[config.mk]
export PLATFORM = sky130hd
export DESIGN_NAME = image_effect_ctrl
export DESIGN_NICKNAME = d
export VERILOG_FILES = /design/src/rtl/image_effect_ctrl.sv
export SDC_FILE = /design/constraint.sdc
export NUM_CORES = 1
export LEC_CHECK = 0
export BUFFER_PORTS_ARGS = -buffer_cell sky130_fd_sc_hd__buf_2
export CAP_MARGIN = 40
export CORE_MARGIN = 1
export CORE_UTILIZATION = 55
export CTS_CLUSTER_SIZE = 40
export DETAILED_ROUTE_END_ITERATION = 16
export GPL_TIMING_DRIVEN = 0
export PLACE_DENSITY = 0.77
export SETUP_SLACK_MARGIN = 0.3
export SYNTH_ARGS = -nofsm -noshare
export SYNTH_HDL_FRONTEND = slang
export SYNTH_SLANG_ARGS = --single-unit
[constraint.sdc]
create_clock -name clk -period 3.84 [get_ports clk]
set_input_delay 0.576 -clock clk [delete_from_list [all_inputs] [get_ports clk]]
set_output_delay 0.576 -clock clk [all_outputs]
set_load 0.05 [all_outputs]
[src/rtl/image_effect_ctrl.sv]
// image_effect_ctrl: debounced key control of pending effect settings, committed to outputs on vs_in rise.
// Define KEY_REPEAT_EN to auto-repeat held up/down keys every REPEAT_CYCLES.
module image_effect_ctrl #(
    parameter int DEBOUNCE_CYCLES = 1485000,
    parameter int STEP            = 8,
    parameter int REPEAT_CYCLES   = 44550000
) (
    input  logic       clk,
    input  logic       rst_n,
    input  logic       key_mode,
    input  logic       key_up,
    input  logic       key_down,
    input  logic       vs_in,
    output logic [3:0] state_current,
    output logic [8:0] bright_adjust_val,
    output logic [8:0] contrast_adjust_val,
    output logic [8:0] saturation_adjust_val,
    output logic [7:0] TH
);
    localparam int DW = $clog2(DEBOUNCE_CYCLES + 1);
    localparam logic [DW-1:0] DB_LAST = DW'(DEBOUNCE_CYCLES - 1);
    localparam logic signed [10:0] D = 11'(STEP);

    if (DEBOUNCE_CYCLES < 1 || REPEAT_CYCLES < 1 || STEP < 1 || STEP > 255) begin : g_bad_param
        $error("image_effect_ctrl: parameter out of range");
    end

    logic [2:0]    raw, sync1, sync2, deb, deb_q, press, ev;
    logic [DW-1:0] cnt [3];
    logic [3:0]    pend_mode;
    logic [8:0]    pend_b, pend_c, pend_s;
    logic [7:0]    pend_t;
    logic          vs_q, load;
    logic signed [10:0] delta, nb, nc, ns, nt;

    assign raw = {key_down, key_up, key_mode};

    always_ff @(posedge clk) begin
        if (!rst_n) begin
            sync1 <= '1;
            sync2 <= '1;
            deb   <= '1;
            deb_q <= '1;
            for (int j = 0; j < 3; j++) cnt[j] <= '0;
        end else begin
            sync1 <= raw;
            sync2 <= sync1;
            deb_q <= deb;
            for (int j = 0; j < 3; j++) begin
                if (sync2[j] == deb[j]) cnt[j] <= '0;
                else if (cnt[j] == DB_LAST) begin
                    cnt[j] <= '0;
                    deb[j] <= sync2[j];
                end else cnt[j] <= cnt[j] + 1'b1;
            end
        end
    end

    assign press = deb_q & ~deb;

`ifdef KEY_REPEAT_EN
    localparam int RW = $clog2(REPEAT_CYCLES + 1);
    localparam logic [RW-1:0] REP_LAST = RW'(REPEAT_CYCLES);
    logic [RW-1:0] rep_cnt [2];
    logic [1:0]    rep;

    // rep_cnt equals hold length in cycles; restarts at 1 so later repeats are REPEAT_CYCLES apart
    always_comb begin
        rep = '0;
        for (int j = 0; j < 2; j++) rep[j] = !deb[j+1] && rep_cnt[j] == REP_LAST;
    end

    always_ff @(posedge clk) begin
        for (int j = 0; j < 2; j++) begin
            if (!rst_n || deb[j+1]) rep_cnt[j] <= '0;
            else rep_cnt[j] <= rep[j] ? RW'(1) : rep_cnt[j] + 1'b1;
        end
    end

    assign ev = {press[2:1] | rep, press[0]};
`else
    assign ev = press;
`endif

    function automatic logic signed [10:0] clamp(input logic signed [10:0] v,
                                                 input logic signed [10:0] lo,
                                                 input logic signed [10:0] hi);
        return v < lo ? lo : v > hi ? hi : v;
    endfunction

    always_comb begin
        delta = ev[1] ? D : -D;
        nb = clamp($signed({{2{pend_b[8]}}, pend_b}) + delta, -11'sd255, 11'sd255);
        nc = clamp($signed({2'b00, pend_c}) + delta, 11'sd0, 11'sd511);
        ns = clamp($signed({{2{pend_s[8]}}, pend_s}) + delta, -11'sd255, 11'sd255);
        nt = clamp($signed({3'b000, pend_t}) + delta, 11'sd0, 11'sd255);
    end

    // Mode press takes priority; simultaneous up and down cancel out
    always_ff @(posedge clk) begin
        if (!rst_n) begin
            pend_mode <= 4'b0000;
            pend_b    <= 9'd0;
            pend_c    <= 9'd256;
            pend_s    <= 9'd0;
            pend_t    <= 8'd64;
        end else if (ev[0]) begin
            pend_mode <= pend_mode == 4'b0000 ? 4'b0001 : {pend_mode[2:0], 1'b0};
        end else if (ev[1] ^ ev[2]) begin
            if (pend_mode[0]) pend_b <= nb[8:0];
            if (pend_mode[1]) pend_c <= nc[8:0];
            if (pend_mode[2]) pend_s <= ns[8:0];
            if (pend_mode[3]) pend_t <= nt[7:0];
        end
    end

    assign load = vs_in & ~vs_q;

    always_ff @(posedge clk) begin
        if (!rst_n) begin
            vs_q                  <= 1'b0;
            state_current         <= 4'b0000;
            bright_adjust_val     <= 9'd0;
            contrast_adjust_val   <= 9'd256;
            saturation_adjust_val <= 9'd0;
            TH                    <= 8'd64;
        end else begin
            vs_q <= vs_in;
            if (load) begin
                state_current         <= pend_mode;
                bright_adjust_val     <= pend_b;
                contrast_adjust_val   <= pend_c;
                saturation_adjust_val <= pend_s;
                TH                    <= pend_t;
            end
        end
    end
endmodule

==> summary.md <==
| Metric | Value |
|---|---|
| CP Max Fanout | `34` |
| # setup viols final | `0` |
| Worst Max-Slew Pin Slew | `0.942 ns` |
| Synth warn | `0` |
| Critical path class | `register to register` |
| Die ar. | `14700 µm²` |
| Type of the worst min-delay path | `input port to register` |
| Clock sink total | `142` |
| Hold depth | `2` |
| Worst EP required | `4.16 ns` |
| Commonest non-fill, non-tap cell in the layout | `nand2_1` |
| Place WS | `-0.0514 ns` |
| Slew Limit Fails | `0` |
| Design Power | `3.46 mW` |
| FMAX | `0.303 GHz` |
| Setup crit end kind | `register` |
| Setup TNS | `0 ns` |
| DP Area | `8520 µm²` |
| Die Width | `121 µm` |
| Synth-to-Final Area Change | `16.6%` |
| Most frequent cells in the layout | `117 x nand2_1, 87 x nor2_1, 79 x dfxtp_1, 68 x a21oi_1` |
| Vias/cell | `5.48` |
| Row count | `43` |
| IO buf count | `43` |
| Reg clk slew, reported paths | `0.06 ns` |
| Setup crit start kind | `register` |
| Ys flop type | `dfxtp_1` |
| Final min period | `3.30 ns` |
| Critical path arrival | `3.61 ns` |
| Grt total ovfl | `0` |
| Stages on the worst setup path | `11` |
| Setup slack after layout | `0.543 ns` |
| Largest net degree at the start of global routing | `35` |
| Total clock buffers created by CTS | `17` |
| Core area | `13900 µm²` |
| DR DRC count | `0` |
| Cells after DPL | `1140` |
| Vias in the first global route | `6034` |
| GPL Wtd Cong | `0.872` |
| H-Tree Depth | `4` |
| Mapped Area | `7840 µm²` |
| R2R depth | `11` |
| DP Wirelength | `12100 µm` |
| Final Instance Area | `9150 µm²` |
| Fin cells | `1174` |
| GRT Overall Usage | `24.6%` |
| Crit-path leading delay family | `compound AO/OA/AOI/OAI gates` |
| Total of max-cap violations | `0` |
| Tcrit/Tclk final | `85.9%` |
| Antenna Cells | `0` |
| Status | `finished, final reports clean` |
| Fillers | `1206` |
| Mean post-synth cell area | `9.17 µm²` |
| CP max stage cell | `fa_1` |
| Global-route wire length before repair | `28400 µm` |
| Final WL | `17200 µm` |
| Worst-skew pair later-pin latency | `0.42 ns` |
| Initial drt markers | `316` |
| Layout cells sized above 1 | `10.6%` |
| Die height | `121 µm` |
| Ys async rst share | `0%` |
| Clock Root Buffer | `clkbuf_16` |
| I/O Pins | `45` |
| Post-synth EDFFs | `63` |
| Hold_buf cts | `0` |
| Max Root-Sink Buffers | `2` |
| Antenna-violating nets left | `0` |
| Routed length per instance | `14.7 µm` |
| Initial core utilization | `56.5%` |
| Bufs and invs on worst path | `2` |
| Max_slew headroom | `36.4%` |
| Via count | `6437` |
| Router iterations before antenna repair | `6` |
| Register area share after synthesis | `44.3%` |
| Cell Chain, Critical Path | `nand2b_1 > buf_6 > inv_2 > fa_1 > and3b_1 > o21ai_0 > a31o_2 > a2111oi_0 > a221o_1 > nor3_1 > o31a_1` |
| Peak VDD IR | `258 µV` |
| Unique cell type count in the Yosys netlist | `74` |
| Lkg Pwr | `3.54 nW` |
| Syn Inst Count | `855` |
| CTS tree | `built` |
| Skew final | `0.00738 ns` |
| Slowest stage delay, CP | `0.45 ns` |
| Hold Violations, Final | `0` |
| Cell Pwr Density | `379 nW/µm²` |
| Initial antenna violation count | `0` |
| Nets@finish | `1027` |
| RSZ-0062 raised after global routing | `false` |
| #FFs+latches synth | `142` |
timing repair:
item / 4_1_cts / 5_1_grt
setup endpoints to repair: 16 / 14
hold endpoints to repair: 0 / 0
resized for setup: 1 / 2
pin swaps: 1 / 0
setup buffers: 2 / 0
area by class of cell:
type | instances | area, µm² | area share [%]
Clock buffer | 17 | 425 | 4.65
Sequential cell | 142 | 3470 | 38.0
Multi-Input combinational cell | 710 | 4330 | 47.4
Tap cell | 180 | 225 | 2.46
Inverter | 28 | 105 | 1.15
Clock inverter | 15 | 183 | 2.00
Buffer | 37 | 170 | 1.86
Timing Repair Buffer | 45 | 230 | 2.52
where the power goes:
part / internal [mW] / switching, mW
sequential: 1.61 / 0.0341
clock: 1.03 / 0.671
combinational: 0.0341 / 0.0809
Yosys cell counts (all sizes together), types with 25 or more instances:
| library cell | n | area [µm²] |
|---|---|---|
| xnor2 | 33 | 289 |
| xor2 | 36 | 315 |
| ha | 36 | 450 |
| clkbuf | 26 | 97.6 |
| nor2 | 88 | 333 |
| nand2 | 118 | 445 |
| edfxtp | 63 | 1890 |
| a21oi | 69 | 349 |
| nand3 | 33 | 165 |
| inv | 27 | 101 |
| dfxtp | 79 | 1580 |
| o21ai | 25 | 129 |
per-stage QoR:
stage / hold WS [ns] / utilization (%)
after floorplan: 0.386 / -
after global placement: 0.391 / 61.4
after detailed placement: 0.397 / 61.4
after CTS: 0.344 / 65.9
after global routing: 0.354 / 65.9
final: 0.353 / 65.9
routing by layer:
metal	part of all wire (%)	up-vias	global-route usage [%]
met1	46	3029	31.6
met3	4.5	34	4.79
met2	47	137	40.2
met4	2.4	0	10.1
met5	0	-	0
li1	-	3237	-
worst paths after layout:
path	from	to	slack (ns)
setup / recovery	deb[1]	pend_s[1]	0.54
hold / removal	key_mode	sync1[0]	0.35
setup reg to reg	deb[1]	pend_s[1]	0.54
hold reg to reg	sync1[1]	sync2[1]	0.40
worst register-to-register path: cells and delay by family (launching register included):
family / cells / cell delay [ns]
compound gates: 5 / 1.33
fa+ha+maj: 1 / 0.45
buf+inv: 2 / 0.50
flops: 1 / 0.38
simple gates: 3 / 0.53
cell families (layout without fill, tap and decap cells):
kind of cell               after synthesis  in the layout  synth area share, %
AOI/OAI and AO/OA                      163            163                 13.9
adders and majority gates               40             40                 6.76
buffers and inverters                   65            142                 3.41
xor gates and xnor gates                69             69                 7.71
DFF                                    142            142                 44.3
other                                    1             63               0.0478
and+or+nand+nor                        366            366                 22.7
muxes                                    9              9                 1.15
registers in the layout, summed over array words and instances (netlist names), 3 cells and up:
name	count
state_current	4
sync1	3
pend_c	7
sync2	3
deb	3
deb_q	3
pend_s	8
pend_b	8
pend_t	6
cnt	63
TH	6
pend_mode	4
bright_adjust_val	8
contrast_adjust_val	7
saturation_adjust_val	8
Power figures use the tool's default switching activity.
